[src/rtl/mc_pkg.sv]
// Shared encodings for the multi-cycle MIPS controller: states, select codes,
// ALU operations, opcode/funct constants and the decoded instruction class.
package mc_pkg;

    localparam int unsigned STATE_W  = 4;
    localparam int unsigned OP_W     = 6;
    localparam int unsigned FUNCT_W  = 6;
    localparam int unsigned ALU_OP_W = 3;
    localparam int unsigned SEL_W    = 2;

    typedef enum logic [STATE_W-1:0] {
        S_FETCH  = 4'd0,
        S_DECODE = 4'd1,
        S_EXEC_R = 4'd2,
        S_EXEC_I = 4'd3,
        S_WB_ALU = 4'd4,
        S_ADDR   = 4'd5,
        S_MEM_RD = 4'd6,
        S_WB_MEM = 4'd7,
        S_MEM_WR = 4'd8,
        S_BRANCH = 4'd9,
        S_JUMP   = 4'd10,
        S_JR     = 4'd11
    } state_e;

    typedef enum logic [ALU_OP_W-1:0] {
        ALU_ADD = 3'b000,
        ALU_SUB = 3'b001,
        ALU_OR  = 3'b010,
        ALU_LUI = 3'b011,
        ALU_SLL = 3'b100
    } alu_op_e;

    typedef enum logic [SEL_W-1:0] {
        PC_PLUS4  = 2'b00,
        PC_BRANCH = 2'b01,
        PC_JUMP   = 2'b10,
        PC_REG    = 2'b11
    } pc_src_e;

    typedef enum logic [SEL_W-1:0] {
        DST_RD = 2'b00,
        DST_RT = 2'b01,
        DST_RA = 2'b10
    } reg_dst_e;

    typedef enum logic [SEL_W-1:0] {
        SRC_ALU = 2'b00,
        SRC_MDR = 2'b01,
        SRC_PC4 = 2'b10
    } reg_src_e;

    typedef enum logic [3:0] {
        CLS_R_ALU   = 4'd0,
        CLS_I_ALU   = 4'd1,
        CLS_LOAD    = 4'd2,
        CLS_STORE   = 4'd3,
        CLS_BRANCH  = 4'd4,
        CLS_JUMP    = 4'd5,
        CLS_JAL     = 4'd6,
        CLS_JR      = 4'd7,
        CLS_INVALID = 4'd8
    } iclass_e;

    typedef struct packed {
        iclass_e cls;
        alu_op_e alu;
    } decode_t;

    localparam logic [OP_W-1:0] OP_SPECIAL = 6'b000000;
    localparam logic [OP_W-1:0] OP_ORI     = 6'b001101;
    localparam logic [OP_W-1:0] OP_LUI     = 6'b001111;
    localparam logic [OP_W-1:0] OP_LW      = 6'b100011;
    localparam logic [OP_W-1:0] OP_SW      = 6'b101011;
    localparam logic [OP_W-1:0] OP_BEQ     = 6'b000100;
    localparam logic [OP_W-1:0] OP_J       = 6'b000010;
    localparam logic [OP_W-1:0] OP_JAL     = 6'b000011;

    localparam logic [FUNCT_W-1:0] F_ADDU = 6'b100001;
    localparam logic [FUNCT_W-1:0] F_SUBU = 6'b100011;
    localparam logic [FUNCT_W-1:0] F_SLL  = 6'b000000;
    localparam logic [FUNCT_W-1:0] F_JR   = 6'b001000;

endpackage

[src/rtl/mc_decode.sv]
// Combinational op/funct decoder: instruction class plus the ALU operation
// that the execute-type states apply for that instruction.
import mc_pkg::*;

module mc_decode (
    input  logic [OP_W-1:0]    op,
    input  logic [FUNCT_W-1:0] funct,
    output decode_t            dec
);

    always_comb begin
        dec.cls = CLS_INVALID;
        dec.alu = ALU_ADD;
        case (op)
            OP_SPECIAL: begin
                case (funct)
                    F_ADDU: begin dec.cls = CLS_R_ALU; dec.alu = ALU_ADD; end
                    F_SUBU: begin dec.cls = CLS_R_ALU; dec.alu = ALU_SUB; end
                    F_SLL:  begin dec.cls = CLS_R_ALU; dec.alu = ALU_SLL; end
                    F_JR:   dec.cls = CLS_JR;
                    default: ;
                endcase
            end
            OP_ORI: begin dec.cls = CLS_I_ALU;  dec.alu = ALU_OR;  end
            OP_LUI: begin dec.cls = CLS_I_ALU;  dec.alu = ALU_LUI; end
            OP_LW:  dec.cls = CLS_LOAD;
            OP_SW:  dec.cls = CLS_STORE;
            OP_BEQ: begin dec.cls = CLS_BRANCH; dec.alu = ALU_SUB; end
            OP_J:   dec.cls = CLS_JUMP;
            OP_JAL: dec.cls = CLS_JAL;
            default: ;
        endcase
    end

endmodule

[src/rtl/mc_controller.sv]
// Multi-cycle control sequencer: steps the split datapath through
// fetch/decode/execute/memory/writeback, waiting on memory ready handshakes.
import mc_pkg::*;

module mc_controller (
    input  logic                clk,
    input  logic                reset,
    input  logic [OP_W-1:0]     op,
    input  logic [FUNCT_W-1:0]  funct,
    input  logic                equal,
    input  logic                imem_ready,
    input  logic                dmem_ready,
    output logic                pc_write,
    output logic [SEL_W-1:0]    pc_src,
    output logic                ir_write,
    output logic                reg_write,
    output logic [SEL_W-1:0]    reg_dst,
    output logic [SEL_W-1:0]    reg_src,
    output logic                alu_src_b,
    output logic                sign_ext,
    output logic [ALU_OP_W-1:0] alu_op,
    output logic                mem_read,
    output logic                mem_write,
    output logic                instr_done,
    output logic [STATE_W-1:0]  state
);

    state_e  state_q;
    state_e  state_next;
    decode_t dec;

    mc_decode u_decode (
        .op    (op),
        .funct (funct),
        .dec   (dec)
    );

    always_ff @(posedge clk) begin
        if (reset) state_q <= S_FETCH;
        else       state_q <= state_next;
    end

    assign state = state_q;

    // Next-state and Moore-plus-live-input output decode
    always_comb begin
        state_next = state_q;
        pc_write   = 1'b0;
        pc_src     = PC_PLUS4;
        ir_write   = 1'b0;
        reg_write  = 1'b0;
        reg_dst    = DST_RD;
        reg_src    = SRC_ALU;
        alu_src_b  = 1'b0;
        sign_ext   = 1'b0;
        alu_op     = ALU_ADD;
        mem_read   = 1'b0;
        mem_write  = 1'b0;
        instr_done = 1'b0;

        case (state_q)
            S_FETCH: begin
                ir_write = imem_ready;
                pc_write = imem_ready;
                if (imem_ready) state_next = S_DECODE;
            end
            S_DECODE: begin
                case (dec.cls)
                    CLS_R_ALU:              state_next = S_EXEC_R;
                    CLS_I_ALU:              state_next = S_EXEC_I;
                    CLS_LOAD, CLS_STORE:    state_next = S_ADDR;
                    CLS_BRANCH:             state_next = S_BRANCH;
                    CLS_JUMP, CLS_JAL:      state_next = S_JUMP;
                    CLS_JR:                 state_next = S_JR;
                    default: begin
                        instr_done = 1'b1;
                        state_next = S_FETCH;
                    end
                endcase
            end
            S_EXEC_R: begin
                alu_op     = dec.alu;
                state_next = S_WB_ALU;
            end
            S_EXEC_I: begin
                alu_op     = dec.alu;
                alu_src_b  = 1'b1;
                state_next = S_WB_ALU;
            end
            S_WB_ALU: begin
                reg_write  = 1'b1;
                reg_dst    = (dec.cls == CLS_I_ALU) ? DST_RT : DST_RD;
                instr_done = 1'b1;
                state_next = S_FETCH;
            end
            S_ADDR: begin
                alu_src_b  = 1'b1;
                sign_ext   = 1'b1;
                state_next = (dec.cls == CLS_LOAD) ? S_MEM_RD : S_MEM_WR;
            end
            S_MEM_RD: begin
                mem_read = 1'b1;
                if (dmem_ready) state_next = S_WB_MEM;
            end
            S_WB_MEM: begin
                reg_write  = 1'b1;
                reg_dst    = DST_RT;
                reg_src    = SRC_MDR;
                instr_done = 1'b1;
                state_next = S_FETCH;
            end
            S_MEM_WR: begin
                mem_write  = 1'b1;
                instr_done = dmem_ready;
                if (dmem_ready) state_next = S_FETCH;
            end
            S_BRANCH: begin
                alu_op     = ALU_SUB;
                pc_src     = PC_BRANCH;
                pc_write   = equal;
                instr_done = 1'b1;
                state_next = S_FETCH;
            end
            S_JUMP: begin
                pc_src     = PC_JUMP;
                pc_write   = 1'b1;
                instr_done = 1'b1;
                if (dec.cls == CLS_JAL) begin
                    reg_write = 1'b1;
                    reg_dst   = DST_RA;
                    reg_src   = SRC_PC4;
                end
                state_next = S_FETCH;
            end
            S_JR: begin
                pc_src     = PC_REG;
                pc_write   = 1'b1;
                instr_done = 1'b1;
                state_next = S_FETCH;
            end
            default: state_next = S_FETCH;
        endcase

        // Reset cycles must not disturb architectural state even mid-instruction
        if (reset) begin
            pc_write   = 1'b0;
            ir_write   = 1'b0;
            reg_write  = 1'b0;
            mem_read   = 1'b0;
            mem_write  = 1'b0;
            instr_done = 1'b0;
        end
    end

endmodule
[config.mk]
export PLATFORM = sky130hd
export DESIGN_NAME = mc_controller
export DESIGN_NICKNAME = d
export VERILOG_FILES = /design/src/rtl/mc_pkg.sv /design/src/rtl/mc_decode.sv /design/src/rtl/mc_controller.sv
export SDC_FILE = /design/constraint.sdc
export NUM_CORES = 1
export LEC_CHECK = 0
export BUFFER_PORTS_ARGS = -buffer_cell sky130_fd_sc_hd__buf_2
export CORE_MARGIN = 4
export CORE_UTILIZATION = 41
export DETAILED_ROUTE_END_ITERATION = 8
export PLACE_DENSITY = 0.84
export SYNTH_ARGS = -nofsm -noshare
export SYNTH_HDL_FRONTEND = slang
export SYNTH_SLANG_ARGS = --single-unit
[constraint.sdc]
create_clock -name clk -period 1.4 [get_ports clk]
set_clock_uncertainty 0.1 [all_clocks]
set_input_delay 0.14 -clock clk [delete_from_list [all_inputs] [get_ports clk]]
set_output_delay 0.14 -clock clk [all_outputs]
set_load 0.02 [all_outputs]
==> impl_metrics.tcl <==
set metrics [dict create \
    diodes 0 \
    status "complete, but fails checks" \
    holdCritStartpoint "reset" \
    hold_path.class "in -> reg" \
    path_clk_slew_ns 0.04 \
    yosysTopAreaCell "dfxtp_1" \
    final_hold_viol_count 0 \
    cts_buffers 3 \
    clkLatencyLatePin_ns 0.26 \
    drt_wl_total_um 5450 \
    vias 1478 \
    ant_nets 0 \
    critPathMaxFanout 12 \
    viasPerCell 6.91 \
    grt_start_max_net_pins 15 \
    multi_input_area_um2 826 \
    powerDensity_nw_per_um2 475 \
    syn_nets 127 \
    core_area_um2 1750 \
    largest_reg_flops 4 \
    mostFrequentLayoutCell "buf_4" \
    p_leak_nw 0.757 \
    wire_per_inst_um 25.5 \
    drt_iter0_drc 134 \
    ys_ff_latch 4 \
    syn_area_per_cell_um2 6.90 \
    synth_area_um2 759 \
    r2r_start "state[0]" \
    post-route-min-period_ns 1.91 \
    end_kind "primary output" \
    grt_pass1_vias 1287 \
    worstSetupStartpointType "flop" \
    start_util 0.435 \
    violations "setup timing" \
    nets 208 \
    reg2reg_depth 8 \
    synthDistinctLibCells 46 \
    layout-drive-gt1-share 0.683 \
    cts.sinks 4 \
    grt_use_total 0.317 \
    ir_drop_uv 626 \
    antenna_found_initial 0 \
    dieWidth_um 51.0 \
    overflow 0 \
    ys_seq_area_frac 0.105 \
    cts_max_level 1 \
    p_total_mw 0.784 \
    cp.required_ns 1.16 \
    dpl.hpwl_um 2420 \
    final.fill_count 53 \
    utilization 0.944 \
    die-area_um2 2610 \
    fin_crit_sh 1.37 \
    worst_slew_pin_slew_ns 0.343 \
    syn-instance-count 110 \
    yosysWarnings 0 \
    clock-root-buffer "clkbuf_4" \
    rows 15 \
    drc_errors 0 \
    fp.dieH_um 51.0 \
    place_ws_ns -0.208 \
    r2r_end "state[1]" \
    crit_arrival_ns 1.67 \
    synth.area.top_cells "dfxtp_1, a21oi_1, nor2_1" \
    io_buffers 37 \
    cts_buffer_depth 2 \
    layout_setup_ws_ns -0.513 \
    tritoncts "built" \
    synth_top_area_frac 0.105 \
    dp.cells 200 \
    grt_pass1_wl_um 6180 \
    report.final.slew_viol_count 0 \
    max-cap-violations 0 \
    setup_viol 22 \
    slew_headroom 0.771 \
    path_class "reg -> out" \
    io_pins 38 \
    min_to "state[1]" \
    max_freq_mhz 523 \
    firstDrtPassIters 5 \
    rsz0062_at_grt "yes" \
    seqCellArea_um2 90.1 \
    final_cell_mix "buf_4, buf_2, buf_6" \
    hold_depth 2 \
    fin_cells 214 \
    finalWeightedCongestion 0.874 \
    area_growth_syn_to_layout_pct 117 \
    ff2ff_setup_slack_ns -0.39 \
]
-- per-layer routing --
layer | track usage | part of all wire
met1 | 0.317 | 0.33
met2 | 0.607 | 0.46
met3 | 0.0525 | 0.12
met4 | 0.175 | 0.098
met5 | 0 | 0
-- how the worst max path moves through the flow --
stage / startpoint / to / depth (start not counted)
CTS: state[2] / pc_write / 4
global route: state[2] / instr_done / 6
finish: state[2] / instr_done / 6
detailed placement: funct[1] / alu_op[2] / 5
global placement: funct[1] / alu_op[2] / 5
floorplan: state[2] / pc_write / 3
-- cells by family (layout without fill, tap and decap cells) --
| logic type | count (synthesis) | count (layout) | share of synthesized area |
|---|---|---|---|
| flops | 4 | 4 | 0.105 |
| compound gates | 31 | 31 | 0.270 |
| simple gates | 60 | 60 | 0.501 |
| xor+xnor | 1 | 1 | 0.0115 |
| mux | 2 | 2 | 0.0264 |
| buf+inv | 12 | 91 | 0.0857 |
-- final cells by class --
type                       instances  share of cell area
tap                               25              0.0190
clock buffer                       3              0.0137
inverter                           1             0.00228
sequential                         4              0.0547
multi-input combinational         94               0.501
timing repair buffer              87               0.409
-- metrics by stage --
| step | hold slack [ns] | TNS, ns | instance area, µm² |
|---|---|---|---|
| 2_1_floorplan | 0.243 | -0.654 | 887 |
| 4_1_cts | 0.195 | -4.55 | 1530 |
| 3_3_place_gp | 0.418 | -1.16 | 1320 |
| 6_report | 0.189 | -7.23 | 1650 |
| 3_5_place_dp | 0.433 | -1.59 | 1320 |
| 5_1_grt | 0.197 | -7.70 | 1650 |
-- critical path, stage by stage, from the launching register on --
cell	delay, ns
dfxtp_2	0.36
buf_4	0.25
nor3_1	0.11
a21oi_1	0.22
o22ai_2	0.13
a21oi_2	0.18
buf_4	0.17
-- synthesized netlist by cell type, drive strengths merged --
library cell	number
mux2i	2
and4b	2
and4bb	1
nand2b	4
nand3	2
and3	2
dfxtp	4
a2111oi	1
o221ai	1
nor2b	5
o21bai	1
o22ai	1
o21ai	3
a21oi	10
inv	1
nor3	10
nand2	6
and2	3
nor4	1
a22oi	1
or4b	1
nand4	1
or3	4
nor3b	2
nor4b	1
o211ai	2
xor2	1
a31oi	4
nand4b	1
a211oi	2
a21o	1
nor2	12
o311ai	1
clkbuf	1
buf	10
o31ai	3
nand3b	2
-- where the power goes --
| group | internal, mW | switching [mW] |
|---|---|---|
| Combinational | 0.255 | 0.240 |
| Sequential | 0.117 | 0.00575 |
| Clock | 0.0973 | 0.0685 |
| Total | 0.469 | 0.314 |
-- what timing repair did --
action	CTS	global route
gates resized for setup	38	20
gates cloned	0	0
setup buffers	6	6
setup endpoints to repair	21	22
pin swaps	5	10
hold buffers	0	0
No activity file was read; power rests on OpenSTA's default activity.
